File: src/rtl/round_ctrl_pkg.sv
// Shared types and constants for the baccarat match controller.
package round_ctrl_pkg;

  typedef enum logic [1:0] {
    MANUAL = 2'd0,
    AUTO   = 2'd1,
    OVER   = 2'd2
  } rc_state_t;

  localparam logic [1:0] WIN_NONE   = 2'b00;
  localparam logic [1:0] WIN_PLAYER = 2'b01;
  localparam logic [1:0] WIN_DEALER = 2'b10;

  localparam int DEF_TARGET_WINS = 5;
  localparam int DEF_AUTO_PERIOD = 4;
  localparam int DEF_CNT_W       = 8;

endpackage

File: src/rtl/sat_counter.sv
// Up-counter that sticks at all-ones; synchronous clear wins over increment.
module sat_counter #(
  parameter int W = 8
) (
  input  logic         clk,
  input  logic         rst_n,
  input  logic         clear,
  input  logic         inc,
  output logic [W-1:0] count
);

  always_ff @(posedge clk or negedge rst_n) begin
    if (!rst_n) begin
      count <= '0;
    end else if (clear) begin
      count <= '0;
    end else if (inc && (count != '1)) begin
      count <= count + W'(1);
    end
  end

endmodule

File: src/rtl/round_controller.sv
// Match-level controller: merges key and auto-play steps into one-cycle
// enables, tallies game results and ends the match at the target win count.
module round_controller
  import round_ctrl_pkg::*;
#(
  parameter int TARGET_WINS = DEF_TARGET_WINS,
  parameter int AUTO_PERIOD = DEF_AUTO_PERIOD,
  parameter int CNT_W       = DEF_CNT_W
) (
  input  logic             slow_clock,
  input  logic             resetb,
  input  logic             step_req,
  input  logic             auto_mode,
  input  logic             clear_match,
  input  logic             player_win_light,
  input  logic             dealer_win_light,
  output logic             step_en,
  output logic [CNT_W-1:0] round_count,
  output logic [CNT_W-1:0] player_wins,
  output logic [CNT_W-1:0] dealer_wins,
  output logic [CNT_W-1:0] ties,
  output logic             match_over,
  output logic [1:0]       match_winner,
  output rc_state_t        fsm_state
);

  localparam logic [7:0]     PHASE_LAST = 8'(AUTO_PERIOD - 1);
  // A win ends the match when the tally before this result is one short.
  localparam logic [CNT_W:0] TARGET_M1  = (CNT_W + 1)'(TARGET_WINS - 1);

  rc_state_t  state, state_next;
  logic       step_prev, light_prev;
  logic [7:0] phase;
  logic       step_edge, wrap, step_take;
  logic       result_evt, p_only, d_only, both_on;
  logic       p_hit, d_hit;

  always_comb begin
    step_edge  = step_req & ~step_prev;
    wrap       = (state == AUTO) && (phase == PHASE_LAST);
    step_take  = (step_edge | wrap) && (state != OVER) && !clear_match;

    result_evt = (player_win_light | dealer_win_light) & ~light_prev & ~clear_match;
    p_only     = result_evt & player_win_light & ~dealer_win_light;
    d_only     = result_evt & dealer_win_light & ~player_win_light;
    both_on    = result_evt & player_win_light & dealer_win_light;

    p_hit      = p_only && (state != OVER) && ({1'b0, player_wins} == TARGET_M1);
    d_hit      = d_only && (state != OVER) && ({1'b0, dealer_wins} == TARGET_M1);

    state_next = state;
    case (state)
      MANUAL: begin
        if (p_hit || d_hit) state_next = OVER;
        else if (auto_mode) state_next = AUTO;
      end
      AUTO: begin
        if (p_hit || d_hit)  state_next = OVER;
        else if (!auto_mode) state_next = MANUAL;
      end
      OVER: begin
        if (clear_match) state_next = MANUAL;
      end
      default: state_next = MANUAL;
    endcase
  end

  always_ff @(posedge slow_clock or negedge resetb) begin
    if (!resetb) begin
      state        <= MANUAL;
      step_prev    <= 1'b0;
      light_prev   <= 1'b0;
      phase        <= '0;
      step_en      <= 1'b0;
      match_winner <= WIN_NONE;
    end else begin
      state      <= state_next;
      // Edge history keeps sampling in OVER so a held key cannot fire on restart.
      step_prev  <= step_req;
      light_prev <= player_win_light | dealer_win_light;
      step_en    <= step_take;

      if (clear_match || (state != AUTO) || wrap) phase <= '0;
      else                                        phase <= phase + 8'd1;

      if (clear_match) match_winner <= WIN_NONE;
      else if (p_hit)  match_winner <= WIN_PLAYER;
      else if (d_hit)  match_winner <= WIN_DEALER;
    end
  end

  assign match_over = (state == OVER);
  assign fsm_state  = state;

  sat_counter #(.W(CNT_W)) u_rounds (
    .clk(slow_clock), .rst_n(resetb), .clear(clear_match), .inc(result_evt), .count(round_count)
  );
  sat_counter #(.W(CNT_W)) u_player (
    .clk(slow_clock), .rst_n(resetb), .clear(clear_match), .inc(p_only), .count(player_wins)
  );
  sat_counter #(.W(CNT_W)) u_dealer (
    .clk(slow_clock), .rst_n(resetb), .clear(clear_match), .inc(d_only), .count(dealer_wins)
  );
  sat_counter #(.W(CNT_W)) u_ties (
    .clk(slow_clock), .rst_n(resetb), .clear(clear_match), .inc(both_on), .count(ties)
  );

endmodule

File: config.mk
export PLATFORM = sky130hd
export DESIGN_NAME = round_controller
export DESIGN_NICKNAME = d
export VERILOG_FILES = /design/src/rtl/round_ctrl_pkg.sv /design/src/rtl/sat_counter.sv /design/src/rtl/round_controller.sv
export SDC_FILE = /design/constraint.sdc
export NUM_CORES = 1
export LEC_CHECK = 0
export ABC_AREA = 1
export ABC_CLOCK_PERIOD_IN_PS = 2000
export CAP_MARGIN = 15
export CORE_MARGIN = 8
export CORE_UTILIZATION = 27
export CTS_CLUSTER_SIZE = 30
export DETAILED_ROUTE_END_ITERATION = 10
export SLEW_MARGIN = 5
export SYNTH_ARGS = -nofsm -noshare
export SYNTH_HDL_FRONTEND = slang
export SYNTH_SLANG_ARGS = --single-unit
File: constraint.sdc
create_clock -name slow_clock -period 2 [get_ports slow_clock]
set_input_delay 0.3 -clock slow_clock [delete_from_list [all_inputs] [get_ports slow_clock]]
set_output_delay 0.3 -clock slow_clock [all_outputs]
set_load 0.02 [all_outputs]
* Yosys cells after proc, flatten, opt, wreduce, memory -nomap -nowiden
Cells that the tools add are included.
** Operators by class
- Muxes and demuxes :: 18
- Reduce and logical (&&, ||, !) cells :: 22
- Add/subtract/negate cells :: 5
- Eq/ne operators :: 14
- Bitwise operators :: 15
** Operators with widths (count)
- $mux 8 :: 9
- $add 8x1->8 const B :: 5
- $ne 8x8->1 const B :: 4
- $eq 8x3->1 const B :: 2
- $mux 2 :: 8
- $logic_and 1x1->1 :: 11
- $and 1x1->1 :: 8
- $eq 8x2->1 const B :: 1
- $reduce_bool 2->1 :: 4
- $pmux 2 s3 :: 1
- $not 1->1 :: 5
- $ne 2x2->1 const B :: 2
- $logic_or 1x1->1 :: 3
- $ne 3x2->1 const B :: 1
- $ne 3x3->1 const B :: 1
- $reduce_and 3->1 :: 1
- $reduce_bool 3->1 :: 1
- $eq 2x1->1 const B :: 1
- $eq 2x2->1 const B :: 1
- $logic_not 2->1 :: 1
- $ne 2x1->1 const B :: 1
- $or 1x1->1 :: 2
- $logic_not 1->1 :: 1
** Word-level totals
- Word-level logic and storage cells :: 84
- Flip-flop bits (word level) :: 47

* Logic depth before layout (Yosys ltp)
- Depth in word-level cells :: 10
- Depth in mapped cells :: 9

* Hierarchy
A second synthesis with hierarchy kept.
** Second synthesis, totals
- Cell total of the unflattened synthesis :: 402
- Area total of the unflattened synthesis :: 2871.5 um^2
** Modules (own cells, without submodules)
- sat_counter :: cells an instance 74, seq. area each 200.2 um^2, area an instance 511.7 um^2, times used 4
- round_controller :: cells an instance 106, seq. area each 375.4 um^2, area an instance 824.5 um^2, times used 1

* Least setup slack after synthesis
OpenSTA, ideal clock, no wires.
- Path type :: flip-flop to flip-flop
- Start point :: register u_ties.count[0]
- End point :: register u_ties.count[4]
- Setup time :: 0.120 ns
- Stages on the path, launching flop included :: 9
- Arrival :: 1.467 ns
- Slack :: 0.413 ns
- Required time :: 1.880 ns
- Cell sequence :: dfrtp_1 ha_1 nand2_2 nor2_4 nand3_4 o21ai_4 inv_2 a21oi_1 nor2_1
** Between the ends
- Longest elaborated chain between the ends :: 3
- Elaborated cells on any way between the ends :: 6
** Ends and longest elaborated chain
- start: declaration :: line sat_counter.sv:9 : output logic [W-1:0] count
- start signal: assignment :: line sat_counter.sv:18 : count <= count + W'(1);
- $add 8x1->8 / $ne 8x8->1 (equally long branches) :: line sat_counter.sv:18, sat_counter.sv:17
- $mux 8 / $logic_and 1x1->1 (equally long branches) :: line sat_counter.sv:17 : end else if (inc && (count != '1)) begin
- $mux 8 / $reduce_bool 2->1 (equally long branches)
Several ways; a longest one is shown, not always the timed one. The select of a mux whose other input is x is not followed.
A chain may end at the register's enable or synchronous reset.

* Worst setup path in the final report
- Start point :: register u_dealer.count[7]
- End point :: output port dealer_wins[7]
** RTL lines
- start: declaration :: line sat_counter.sv:9
- start signal: assignment :: line sat_counter.sv:18
- end: declaration :: line round_controller.sv:20 : output logic [CNT_W-1:0] dealer_wins,
No word-level cell between the ends.

==> reports/metrics.yaml <==
cts:
  clock-sinks: 47
  cts_buffers: 5
  clock_path_buffers: 2
  cts_max_level: 2
  cts_tree: "done"
  clockRootBuffer: "clkbuf_8"
  clk_pin_slew_ps: 90
  clk_latency_ps: 300
worst_setup_path:
  r2r-start: "u_ties.count[0]$_DFFE_PN0P_"
  crit_fanout: 5
  startpoint: "u_dealer.count[7]$_DFFE_PN0P_"
  reg2reg_depth: 8
  cp_data_required_time_ps: 1700
  r2r-end: "u_ties.count[4]$_DFFE_PN0P_"
  worstPathArrival_ps: 1430
  worst-path-buf-inv: 1
  worstSetupStartpointType: "flop"
  cp_top_family: "buffers and inverters"
  worst-setup-path-type: "flop to output port"
  reg2reg_slack_ps: 440
  crit_path_end_kind: "output port"
  worstPathCellList: "clkdlybuf4s50_1"
  cp_slowest_stage_delay_ps: 660
  cp_slowest_cell: "clkdlybuf4s50_1"
final_layout:
  area_growth_pct: 28.0
  multi_input_area_mm2: 0.00126
  num_antenna_cells: 0
  n_fill_cell: 1018
  seq_area_mm2: 0.00118
  fin_nets: 387
  drive_above_1_share_pct: 11.0
  fin_util_pct: 34.9
routing:
  antenna_left: 0
  drt-initial-drc-count: 128
  drc: 0
  dr.pass1.iters: 4
  wl_mm: 6.19
  vias: 2240
  wire_per_inst_um: 12.2
  viasPerCell: 4.42
die:
  ios: 45
  die_x_um: 114
  start_util_pct: 27.3
  core-area_mm2: 0.00955
  die-area_mm2: 0.0130
  die_h_um: 114
  num_rows: 36
grt:
  grt_pass1_vias: 2243
  grt_antenna_before_repair: 0
  grt_pass1_wl_mm: 10.5
  gr-total-overflow: 0
  gr-usage-all-layers_pct: 9.81
  grt_max_degree: 38
worst_hold_path:
  hold_path.class: "input port to asynchronous set/reset pin"
run:
  drv_cap: 0
power_and_ir_drop:
  leakagePower_nw: 1.55
  p_per_area_mw_per_mm2: 510
  max-vdd-ir-drop_v: 0.000238
  power.total_mw: 1.70
synthesis:
  ys_ff_latch: 47
  ys_seq_area_share_pct: 45.2
  synth_xor_xnor_area_share_pct: 3.37
  syn_area_per_cell_um2: 8.13
  synth_ff_type: "dfrtp_1"
  synthCells: 320
  syn_area_mm2: 0.00260
  synth-compound-area-share_pct: 7.93
  synth_warnings: 0
  ys_types: 35
  synth-async-reset-ratio_pct: 100
  synth_edf_count: 0
  synthAdderAreaFrac_pct: 3.37
  yosys.area_share.simple_pct: 33.6
  synth_mux_area_share_pct: 0
  syn_nets: 334
  synth_top_family_by_area: "simple AND/OR/NAND/NOR gates"
sta:
  fin_setup_tns_ps: 0
  hold_violations: 0
  rsz0062_at_grt: "no"
  setup_viol: 0
  fin_ws_ps: 267
  fmax_mhz: 577
  drv_slew: 0
  timing.final.crit_period_ps: 1730
  finClkSkew_ps: 8.74
  max_slew_margin_pct: 78.6
  post-route-period-util_pct: 86.7
  tightest_slew_ps: 321
placement:
  gp_congestion: 0.868
  dpl.hpwl_mm: 4.74
  numPortBuffers: 44
  dp_slack_ps: 189
status:
  status: "complete, no violations"
-- final cells by class --
class	instances	share of cell area [%]
clock buffers	5	2.07
clock inverters	3	0.451
inverters	40	4.51
multi-input cells	230	37.7
flip-flops and latches	47	35.3
well taps	133	4.99
repair buffers	49	15.0
-- cell families after synthesis --
group                    after synthesis
AO/OA/AOI/OAI                         31
XOR/XNOR                              10
adder cells (fa/ha/maj)                7
buffers and inverters                 43
flip-flops                            47
AND/OR/NAND/NOR                      182
-- state kept, by name, indices dropped and copies added, names as in the netlist --
register,flops
phase,8
u_dealer.count,8
light_prev,1
u_ties.count,8
step_prev,1
fsm_state,2
match_winner,2
u_player.count,8
step_en,1
u_rounds.count,8
-- layer usage --
layer	global-route usage (%)	vias to the layer above	share of wire, %
met4	2.66	0	1.3
met1	11.4	1042	45
met5	0	-	0
met3	3.22	8	5.9
li1	-	1150	-
met2	16.8	40	48
-- power breakdown --
part / total (mW) / internal, mW / leakage, nW / switching (mW)
logic: 0.156 / 0.0593 / 0.853 / 0.0972
registers: 0.979 / 0.964 / 0.647 / 0.0150
clock network: 0.562 / 0.240 / 0.0477 / 0.322
total: 1.70 / 1.26 / 1.55 / 0.435
-- per-stage QoR --
step	instances	instance area, µm²	hold WS, ps
after detailed placement	498	3240	194
after global routing	507	3330	453
after floorplan	320	2600	4.41
after global placement	498	3240	190
after CTS	507	3330	429
final	507	3330	408
-- cells in the mapped netlist (2+ instances only) --
| cell type | count | area [µm²] |
|---|---|---|
| nand2_1 | 73 | 274 |
| nand4_1 | 10 | 62.6 |
| o21ai_1 | 11 | 55.1 |
| nand3_1 | 26 | 130 |
| nand2_2 | 4 | 25.0 |
| nor2_2 | 2 | 12.5 |
| a31oi_1 | 2 | 12.5 |
| nand3_2 | 3 | 30.0 |
| inv_2 | 7 | 26.3 |
| nor2_4 | 4 | 45.0 |
| inv_1 | 33 | 124 |
| ha_1 | 7 | 87.6 |
| a21oi_1 | 6 | 30.0 |
| dfrtp_1 | 47 | 1180 |
| nor3b_1 | 3 | 22.5 |
| nor2_1 | 39 | 146 |
| xnor2_1 | 2 | 17.5 |
| xor2_1 | 8 | 70.1 |
| nand2_4 | 3 | 33.8 |
| nor3_1 | 11 | 55.1 |
| o21ai_0 | 5 | 25.0 |
-- how the worst max path moves through the flow --
stage | depth (start not counted) | end
after floorplan | 8 | u_ties.count[4]$_DFFE_PN0P_
after global placement | 9 | u_player.count[4]$_DFFE_PN0P_
after detailed placement | 9 | u_player.count[4]$_DFFE_PN0P_
after CTS | 1 | dealer_wins[7]
after global routing | 4 | match_over
final | 1 | dealer_wins[7]
-- what timing repair did --
item                                   4_1_cts  5_1_grt
setup buffers                                0        0
endpoints found under the hold margin       10        0
setup endpoints to repair                    1        0
resized for setup                            1        0
hold buffers                                 1        0
-- cell usage in the layout (no fill, tap or decap), types with 6 or more instances in the layout --
cell type,count
nand3_1,26
inv_1,33
dfrtp_1,47
xor2_1,8
inv_2,7
nor2_1,39
a21oi_1,6
nand4_1,10
nor3_1,11
nand2_1,73
o21ai_1,11
ha_1,7
clkdlybuf4s50_1,42
Note: power is estimated with default switching activity, not from simulation.
